File: src/rtl/dot_operand_loader.sv
// Byte-stream feeder for matrix_dot: loads A/B operands, clears and starts the dot unit, returns its result.
// Optional WAIT-state watchdog is compiled in with `define DOT_LOADER_TIMEOUT_EN.
//
//   state    | meaning
//   S_LOAD   | accept 32 stream bytes (16 A, then 16 B)
//   S_CLR    | hold dot unit in reset for one cycle to drop its sticky done
//   S_START  | one-cycle start pulse to the dot unit
//   S_WAIT   | wait for dot_done (or watchdog expiry)
//   S_RESULT | present result until the consumer takes it
module dot_operand_loader #(
    parameter int N = 16
`ifdef DOT_LOADER_TIMEOUT_EN
    , parameter int TIMEOUT_CYCLES = 8192
`endif
) (
    input  logic        i_clk,
    input  logic        i_rst,
    input  logic        i_in_valid,
    input  logic [7:0]  i_in_data,
    output logic        o_in_ready,
    output logic [7:0]  o_dot_a [0:N-1],
    output logic [7:0]  o_dot_b [0:N-1],
    output logic        o_dot_clr_n,
    output logic        o_dot_start,
    input  logic [15:0] i_dot_c,
    input  logic        i_dot_done,
    output logic        o_res_valid,
    output logic [15:0] o_res_data,
    output logic        o_res_err,
    input  logic        i_res_ready
);

    typedef enum logic [2:0] {
        S_LOAD,
        S_CLR,
        S_START,
        S_WAIT,
        S_RESULT
    } state_t;

    state_t      r_state;
    state_t      w_next;
    logic [4:0]  r_byte_cnt;
    logic [7:0]  r_dot_a [0:N-1];
    logic [7:0]  r_dot_b [0:N-1];
    logic        r_res_valid;
    logic [15:0] r_res_data;
    logic        w_accept;
    logic        w_timeout;

`ifdef DOT_LOADER_TIMEOUT_EN
    localparam int WDW = $clog2(TIMEOUT_CYCLES);
    logic [WDW-1:0] r_wdog;
    logic           r_res_err;

    assign w_timeout = (r_wdog == WDW'(TIMEOUT_CYCLES - 1));
    assign o_res_err = r_res_err;
`else
    assign w_timeout = 1'b0;
    assign o_res_err = 1'b0;
`endif

    assign w_accept    = i_in_valid && o_in_ready;
    assign o_in_ready  = (r_state == S_LOAD);
    // Gated by rst directly so the dot unit is held cleared for the whole reset window.
    assign o_dot_clr_n = (r_state != S_CLR) && !i_rst;
    assign o_dot_start = (r_state == S_START);
    assign o_dot_a     = r_dot_a;
    assign o_dot_b     = r_dot_b;
    assign o_res_valid = r_res_valid;
    assign o_res_data  = r_res_data;

    always_comb begin
        w_next = r_state;
        case (r_state)
            S_LOAD:   if (w_accept && (r_byte_cnt == 5'd31)) w_next = S_CLR;
            S_CLR:    w_next = S_START;
            S_START:  w_next = S_WAIT;
            S_WAIT:   if (i_dot_done || w_timeout) w_next = S_RESULT;
            S_RESULT: if (i_res_ready) w_next = S_LOAD;
            default:  w_next = S_LOAD;
        endcase
    end

    always_ff @(posedge i_clk) begin
        if (i_rst) begin
            r_state     <= S_LOAD;
            r_byte_cnt  <= '0;
            r_res_valid <= 1'b0;
            r_res_data  <= '0;
            for (int i = 0; i < N; i++) begin
                r_dot_a[i] <= '0;
                r_dot_b[i] <= '0;
            end
`ifdef DOT_LOADER_TIMEOUT_EN
            r_wdog    <= '0;
            r_res_err <= 1'b0;
`endif
        end else begin
            r_state <= w_next;
            case (r_state)
                S_LOAD: begin
                    if (w_accept) begin
                        if (!r_byte_cnt[4]) r_dot_a[r_byte_cnt[3:0]] <= i_in_data;
                        else                r_dot_b[r_byte_cnt[3:0]] <= i_in_data;
                        r_byte_cnt <= r_byte_cnt + 5'd1;
                    end
                end
                S_START: begin
`ifdef DOT_LOADER_TIMEOUT_EN
                    r_wdog <= '0;
`endif
                end
                S_WAIT: begin
                    // Done takes priority over a simultaneous watchdog expiry.
                    if (i_dot_done) begin
                        r_res_data  <= i_dot_c;
                        r_res_valid <= 1'b1;
`ifdef DOT_LOADER_TIMEOUT_EN
                        r_res_err   <= 1'b0;
                    end else if (w_timeout) begin
                        r_res_data  <= '0;
                        r_res_err   <= 1'b1;
                        r_res_valid <= 1'b1;
                    end else begin
                        r_wdog <= r_wdog + 1'b1;
`endif
                    end
                end
                S_RESULT: begin
                    if (i_res_ready) r_res_valid <= 1'b0;
                end
                default: ;
            endcase
        end
    end

endmodule

File: config.mk
export PLATFORM = sky130hd
export DESIGN_NAME = dot_operand_loader
export DESIGN_NICKNAME = d
export VERILOG_FILES = /design/src/rtl/dot_operand_loader.sv
export SDC_FILE = /design/constraint.sdc
export NUM_CORES = 1
export LEC_CHECK = 0
export ABC_AREA = 0
export ABC_CLOCK_PERIOD_IN_PS = 1400
export BUFFER_PORTS_ARGS = -buffer_cell sky130_fd_sc_hd__buf_2
export CAP_MARGIN = 20
export CORE_MARGIN = 1
export CORE_UTILIZATION = 47
export DETAILED_ROUTE_END_ITERATION = 7
export PLACE_DENSITY = 0.76
export SETUP_SLACK_MARGIN = 0.1
export SYNTH_ARGS = -nofsm -noshare
export SYNTH_HDL_FRONTEND = slang
export SYNTH_SLANG_ARGS = --single-unit
export TNS_END_PERCENT = 100
File: constraint.sdc
create_clock -name i_clk -period 1.4 [get_ports i_clk]
set_input_delay 0.28 -clock i_clk [delete_from_list [all_inputs] [get_ports i_clk]]
set_output_delay 0.28 -clock i_clk [all_outputs]
set_load 0.1 [all_outputs]
# Word-level counts from Yosys, hierarchy flattened
# Index checks and enable logic that the tools add are counted.
[word_totals]
word_cells = 74
out_inout_bits = 277
reg_bits = 281
input_bits = 29
[classes]
n_eq_ne = 9
n_reduce_logical = 13
addsub = 1
order_cmp = 2
bitwise_logic = 2
muxes = 11
[ops]
columns = ["operator", "count"]
rows = [
  ["128-bit bitwise mux", 2],
  ["8-bit demux with 4-bit select", 1],
  ["3-bit one-hot mux with 5 select lines", 1],
  ["3-bit AND reduction", 4],
  ["3-bit 2-to-1 mux", 3],
  ["8-bit 2-to-1 mux", 1],
  ["3-bit by 2-bit equality test with 1-bit output, second input constant", 2],
  ["5-bit by 1-bit adder with 5-bit output, second input constant", 1],
  ["5-bit equality test, second input constant", 1],
  ["5-bit >= comparator, second input constant", 1],
  ["5-bit by 1-bit less-than comparator with 1-bit output, second input constant", 1],
  ["4-bit NOT with 5-bit output", 1],
  ["1-bit logical AND", 4],
  ["2-bit inequality test, second input constant", 2],
  ["2-bit AND reduction", 2],
  ["3-bit by 1-bit equality test with 1-bit output, second input constant", 1],
  ["3-bit equality test, second input constant", 1],
  ["3-bit logical NOT", 1],
  ["3-bit by 1-bit inequality test with 1-bit output, second input constant", 1],
  ["1-bit 2-to-1 mux", 2],
  ["2-bit by 1-bit inequality test with 1-bit output, second input constant", 1],
  ["1-bit one-hot mux with 2 select lines", 1],
  ["2-bit nonzero test", 1],
  ["1-bit logical NOT", 1],
  ["1-bit NOT", 1],
]

# Logic depth before layout (Yosys ltp)
# Gate-level depths: netlist of run 1.
[logic_depth]
ltp_word = 6
ltp_mapped = 7
depth_no_buf = 6

# Least setup slack after synthesis of run 1
# Ideal clock, no wire load.
[synth_timing]
path_kind = "reg2out"
startpoint = "register r_state[1]"
endpoint = "output port o_dot_start"
n_path_buf = 2
stages_incl_launch_ff = 4
slack_ns = -1.772
t_arrival_ns = 2.892
required_time_ns = 1.120
path_cell_list = "dfxtp_1 > buf_2 > buf_2 > nor3b_1"
[synth_between]
elab_chain_cells = 1
[synth_rtl]
columns = ["element", "line_no", "source"]
rows = [
  ["start, declared", "41", "state_t r_state;"],
  ["start signal, assigned", "100", "r_state <= w_next;"],
  ["3-bit by 2-bit equality test with 1-bit output", "67", "assign o_dot_start = (r_state == S_START);"],
  ["end, declared", "24", "output logic o_dot_start,"],
]
# No other way between the ends.

# Worst setup path after layout of run 1
[layout_timing]
startpoint = "register r_state[0]"
endpoint = "output port o_dot_start"
# The elaborated chain is that of the path after synthesis.

==> metrics list, run 1 <==
- Main combinational cell family by area after synthesis: multiplexers
- Detailed placement ended at an HPWL of 19.8 mm.
- For this design the top-level I/O count stands at 306.
* Worst-margin pin slew: 0.494 ns
- Delay of the slowest cell on the worst path: 0.33 ns
- Share of the synthesized area in compound gates (AO/OA/AOI/OAI): 1.23%
- Maximum number of pins on one net before global-route repair: 93
* Initial standard-cell utilization of the core: 48.3%
* Synth Area in Adders: 0.569%
- The clock net in this run drives a total of 281 sinks.
- Clock transition at the register clock pins on the worst setup and hold paths after CTS: 0.07 ns
- For the worst flop-to-flop path, the logic depth is 5.
- Setup repair after global routing could not meet its margin everywhere.
- The final reports fail on setup timing.
- Across every metal layer, demand over resource in global routing totals 34.8%.
- After the first detailed-routing iteration, the DRC count stood at 821.
* Clock skew after layout: 0.00839 ns
- The critical path is of the flip-flop to output pin type.
- Clock root cell: clkbuf_16
* Net count of the mapped netlist: 1048
- The Yosys step of the flow raised 0 warnings.
* Y dimension of the die: 155 µm
- The filler cells instantiated in the layout total 496.
- Synthesis produced a netlist whose cell count is 1014.
- Hold is met by 0.0641 ns.
- Worst flop-to-flop path endpoint: o_dot_b[2]
- The final route contains 10700 vias.
- Clock H-tree levels: 1
- Launch point of the worst path: r_state[0]
- For this run, the post-layout net count is 1533.
- Wirelength, routed: 57.0 mm
- End point of the critical path: o_dot_start
- TritonRoute pass-1 iters: 5
* Result of the run: finished, violations left
* Crit share post-route: 131%
- Post-synthesis average cell area: 10.8 µm²
- The first global-routing pass estimated 63.8 mm of wire.
* Setup Viol. Count Final: 312
- For the finished layout, the period the worst path requires is 1.84 ns.
* Latest clock arrival within the worst-skew pair: 0.56 ns
- At the worst endpoint, the arrival time is 1.56 ns.
* Share of the yosys chip area belonging to registers: 51.2%
- Power comes to 17.4 mW.
- Leakage power: 9.70 nW
* CP max FO: 4
* Synth Area in XOR/XNOR: 0.0797%
* Startpoint kind of the worst setup timing path: flip-flop
* Start of the worst register-to-register path: r_state[2]
- In the final routed layout, each cell accounts on average for 31.1 µm.
* Worst vdd rail ir drop: 0.880 mV
- Proportion of layout cells with a drive suffix above 1: 64.5%
* Max-capacitance violation count: 0
- Measured against its own limit, the worst slew margin works out to 66.6%.
- The number of global-route vias before repair came to 10300.
- Pwr per Cell Area: 807 mW/mm²
- Synthesis instantiated 33 different standard cells from the library.
- Detailed-route DRC error count: 0
* Simple-gate portion of the synthesized area: 20.4%
- The critical path runs through a total of 4 cells.
* Synthesized area: 0.0110 mm²
* Number of antenna violations at the first check in global routing: 1
* Final Hold Violating Endpoints: 0
- Number of buffers and inverters on the critical path: 3
- Number of antenna-violating nets in the routed design: 0
* Family of cells with the greatest summed delay on the critical path: buffers and inverters
- For this run the aggregate overflow at the end of global routing stands at 0.
* Weighted congestion at the end of routability-driven global placement: 0.735
- CP required: 1.12 ns
* Post-route setup slack: -0.435 ns
* Most Frequent Cell on Critical Path: buf_6
- In this run, synthesis produced a sequential element count of 281.
* Synth async-reset ratio: 0%
- Slowest CP cell: dfxtp_2
- The worst setup path is captured at an output pin.
* Number of core rows: 55
* Portion of netlist area occupied by mux cells: 23.5%
- Counting the buffers created by CTS gives 29.
- The synthesized design contains 0 enable-type register cells.
- The worst hold path belongs to the class primary input to flip-flop.
* Core area: 0.0228 mm²
- The most used flip-flop cell after synthesis is dfxtp_1.
- Area growth from synthesis to layout: 96.6%
- Clock tree from TritonCTS: yes
- The critical path goes through buf_6 -> buf_6 -> nor3b_4 -> buf_12.
- Register-to-register path setup slack: -0.38 ns
- The die covers 0.0240 mm².
- # port buffers: 304
- Final count of pins violating max slew: 0
- Achievable Freq: 545 MHz
- Routed via count divided by cell count: 5.82
- Measured along the x axis, the die boundary spans 155 µm.
- Max Buffers Root-to-Sink: 3
==> cell families after synthesis <==
kind of cell               after synthesis
xor gates and xnor gates                 1
muxes                                  258
adders and majority gates                5
other                                    1
DFF                                    281
AOI/OAI and AO/OA                       25
buffers and inverters                   81
and+or+nand+nor                        362
==> through the flow <==
step	setup TNS (ns)	util, %	worst slack (ns)	instances	cell area (µm²)
finish	-63.39	94.9	-0.435	1834	21600
global route	-71.37	94.9	-0.470	1834	21600
floorplan	-19.79	-	-0.281	1014	11500
detailed placement	-21.36	62.0	-0.205	1618	14100
CTS	-65.20	88.8	-0.435	1748	20200
global placement	-17.27	62.0	-0.179	1618	14100
==> placed cells by master (no fill, tap or decap), drive strengths merged, types with 2 or more instances in the layout <==
cell	instances
a21oi	21
and3	2
and4b	5
buf	512
clkbuf	48
clkinv	5
dfxtp	281
dlygate4sd3	17
ha	5
inv	5
mux2i	258
nand2	64
nand2b	264
nand3	2
nor2	6
nor3	4
nor4b	3
nor4bb	6
==> sequential cells by signal (all words and copies together), names as in the netlist <==
register and flops:
r_byte_cnt 5, o_res_valid 1, o_res_data 16, o_dot_a 128
o_dot_b 128, r_state 3
==> timing repair <==
item	in CTS	in global routing
hold buffers	17	0
hold endpoints to repair	17	0
setup buffers	62	88
gates resized for setup	1360	196
cloned	0	2
endpoints found under the setup margin	543	556
pin swaps	27	49
==> how the worst min path moves through the flow <==
stage	start	to	slack, ns	depth (start not counted)
floorplan	i_dot_c[15]	o_res_data[15]	0.41	2
global placement	o_res_data[8]	o_res_data[8]	0.44	2
detailed placement	o_res_data[8]	o_res_data[8]	0.44	2
CTS	i_dot_done	r_state[1]	0.05	4
global route	i_rst	r_byte_cnt[0]	0.07	2
finish	i_rst	r_byte_cnt[0]	0.06	2
==> metal layers <==
| metal | wire [µm] | part of all wire, % | global-route usage (%) | up-vias |
|---|---|---|---|---|
| met5 | 13 | 0.023 | 0 | - |
| met4 | 4740 | 8.3 | 14.2 | 2 |
| met3 | 5020 | 8.8 | 8.22 | 322 |
| met2 | 28400 | 50 | 65.4 | 767 |
| met1 | 18800 | 33 | 37.1 | 5261 |
| li1 | - | - | - | 4326 |
==> where the power goes <==
group          leakage [nW]  switching [mW]  internal, mW
Sequential             2.43          0.0675          7.88
Clock                 0.462            3.59          4.34
Combinational          6.81           0.926         0.635
==> cells in the mapped netlist (2+ instances only) <==
library cell | count | area (µm²)
nor4bb_1 | 6 | 60.1
nor4b_1 | 2 | 17.5
nand2b_1 | 264 | 1650
and4b_1 | 5 | 50.1
buf_2 | 10 | 50.1
nor3_1 | 4 | 20.0
clkbuf_1 | 62 | 233
mux2i_1 | 258 | 2580
nor2_1 | 6 | 22.5
nand3_1 | 2 | 10.0
and3_1 | 2 | 12.5
nand2_1 | 33 | 124
nand2_2 | 31 | 194
a21oi_1 | 21 | 105
buf_4 | 3 | 22.5
dfxtp_1 | 281 | 5630
inv_1 | 4 | 15.0
ha_1 | 5 | 62.6
==> area by class of cell <==
type	count	area, µm²	area share, %
repair buffers	531	7980	36.9
well taps	313	392	1.81
diodes	1	2.50	0.0116
inverters	4	17.5	0.0810
flip-flops and latches	281	6190	28.6
clock inverters	6	37.5	0.174
multi-input cells	652	6120	28.3
clock buffers	46	890	4.11
(Power assumes the default switching activity.)
==> run 2, diff against run 1 <==
ABC_CLOCK_PERIOD_IN_PS = 1500   (was 1400)
SLEW_MARGIN = 40   (was default)
clock period = 1.5 ns   (was 1.4 ns; I/O delays follow)
==> run 2 against run 1 <==
  * The run still ends with setup timing left
  * Clock power rose by 1%
  * Die area is the same
  * Final cell count shrank 1.1%
  * Worst setup slack improved by 0.077 ns
==> metrics list, run 2 (synthesis results as in run 1) <==
- The flow ran to the end, but the final reports show violations.
- The checks that failed: setup timing.
- Vias in the first global route: 10200
- Top routing layer in use: met4
* Width of the die: 155 µm
* Accumulated negative setup slack: -32.64 ns
* Wirelength, routed: 50.6 mm
- Layout Cells excl Fill: 1814
* Proportion of layout cells with a drive suffix above 1: 61.8%
- By startpoint and endpoint, the worst setup path is classified as flip-flop to output pin.
- Setup repair after global routing missed its margin: yes
- After the first detailed-routing iteration, the DRC count stood at 467.
- Setup slack on the critical path of the routed design comes to -0.358 ns.
- During I/O placement, the number of pins put on the boundary was 306.
* Launch point of the worst path: r_state[2]
* Slowest CP cell: dfxtp_2
- Worst hold path class: primary input to flip-flop
- Detailed-route DRC error count: 0
* Number of antenna violations at the first check in global routing: 1
- Num Clock Sinks: 281
- The most numerous cell type found on the critical path is buf_12.
- Highest-count cells in the layout ignoring fill and taps: 308 x buf_12, 256 x nand2b_1, 230 x mux2i_1
- The library cell used most frequently in the layout, excluding fill and tap cells, is buf_12.
- Walking the worst path, the cells encountered are buf_6 -> buf_12 -> nor3b_4 -> buf_12.
* Clock H-tree levels: 1
* Achievable Freq: 538 MHz
- Reg power frac: 44.0%
- The floorplan step defined a die boundary enclosing 0.0240 mm².
* Net Sw Frac: 25.1%
- Counting the buffers created by CTS gives 30.
* Initial standard-cell utilization of the core: 48.3%
- In the routed layout, each cell is associated on average with a via count of 5.60.
- Avg WL per Cell: 27.9 µm
- The worst register-to-register path begins at r_state[2].
- Worst hold margin: 0.0625 ns
* Max Buffers Root-to-Sink: 3
- Number of nets in the layout: 1510
- Total power: 16.9 mW
- The routed design uses 3.33 mm of met3 wire.
- Combinational cells account for 8.6% of the total power.
- The final-report hold violation count was 0.
- Number of antenna-violating nets in the routed design: 0
- TritonCTS built the clock tree.
- In the detailed route, the total length drawn on met2 is 26.3 mm.
- Area growth from synthesis to layout: 93.4%
* Clock root cell: clkbuf_16
- Final count of pins violating max slew: 0
- The tool flagged a number of max-cap violations equal to 0.
- The worst path uses 124% of the clock period.
* Pwr per Cell Area: 796 mW/mm²
- On the critical path the largest part of the delay comes from buffers and inverters.
* Delay of the slowest cell on the worst path: 0.33 ns
* Number of buffers and inverters on the critical path: 3
* Number of core rows: 55
- At the end of routability-driven placement, the weighted congestion stood at 0.800.
- Clock transition at the register clock pins on the worst setup and hold paths after CTS: 0.06 ns
- CP required: 1.20 ns
- Critical Path AT: 1.56 ns
- Detailed-routing wirelength on met1: 17.3 mm
* Latest clock arrival within the worst-skew pair: 0.56 ns
- # port buffers: 304
- The first TritonRoute pass finished after 5 iterations.
- Wire length of the first global-routing pass: 63.2 mm
- In this run the static leakage power is 9.55 nW.
- Total non-filler cell area in the finished layout: 0.0213 mm²
* Clock power frac: 47.4%
- DPL Wire Length: 19.8 mm
* Y dimension of the die: 155 µm
- Registers take 0.00616 mm².
- The routed layout has 10200 vias.
- Clock skew on the completed layout was measured at 0.0144 ns.
- Global routing used 34.8% of the available tracks.
- Startpoint kind of the worst setup timing path: flip-flop
- Internal Dissipation: 12.7 mW
- The worst-case IR drop observed on VDD is 0.981 mV.
* Layout filler cell count: 610
- For this run the aggregate overflow at the end of global routing stands at 0.
* Core area: 0.0228 mm²
- DP Cell Count: 1616
- Shortest period the worst path allows: 1.86 ns
* Area taken by multi-input logic gates: 0.00588 mm²
- Entering global routing, the biggest net connects 104 pins.
- Setup violations remaining at the end of the flow were counted as 253.
* CP max FO: 8
* Kind of end point of the critical path: output pin
- Switching Power: 4.24 mW
* Source of the worst hold timing path: i_dot_c[10]
- After detailed placement, the total cell area comes to 0.0135 mm².
## run 2: cell count changes in the layout (fill, tap and decap cells not counted), sizes merged
cell,before,now
inv,5,4
clkinvlp,0,3
clkinv,5,8
bufinv,0,3
buf,512,492
clkbuf,48,42
dlygate4sd3,17,15
## run 2: path summary, 6_finish.rpt
kind	endpoint	slack [ns]	depth (start not counted)
worst max-delay path	o_dot_start	-0.36	4
worst min-delay path	o_res_data[10]	0.06	3
worst max register to register	o_dot_a[61]	-0.35	7
worst min register to register	o_res_data[8]	0.48	2
## run 2: power by group through the flow
stage	logic, mW	registers (mW)	clock network, mW
floorplan	0.435	7.97	0
global placement	1.04	7.69	0
detailed placement	1.04	7.70	0
CTS	1.31	7.55	7.79
global route	1.48	7.45	8.34
finish	1.45	7.45	8.01
## run 2: repair_timing
action	4_1_cts	5_1_grt
setup buffers	34	95
hold endpoints to repair	15	0
pin swaps	22	20
hold buffers	15	0
gates cloned	0	0
resized for setup	1468	129
endpoints found under the setup margin	535	502
## run 2: cell type report
| cell class | instances | share of cell area (%) |
|---|---|---|
| Multi-Input combinational cell | 652 | 27.7 |
| Sequential cell | 281 | 29.0 |
| Timing Repair Buffer | 507 | 36.5 |
| Clock buffer | 42 | 4.22 |
| Clock inverter | 14 | 0.718 |
| Tap cell | 313 | 1.84 |
| Inverter | 4 | 0.0942 |
| Antenna cell | 1 | 0.0118 |
## run 2: metrics by stage
step,util (%),setup WS [ns]
after floorplan,-,-0.201
after global placement,59.3,-0.0969
after detailed placement,59.3,-0.122
after CTS,88.2,-0.354
after global routing,93.3,-0.385
final,93.3,-0.358
## run 2: metal layers
layer | track usage [%] | vias to the layer above
li1 | - | 4293
met1 | 36.3 | 5026
met2 | 64.6 | 601
met3 | 7.35 | 239
met4 | 19.3 | 0
met5 | 0 | -
## run 2: tightest hold or removal path, stage by stage
cell,delay (ns)
buf_2,0.10
nand2_1,0.10
a21oi_2,0.07
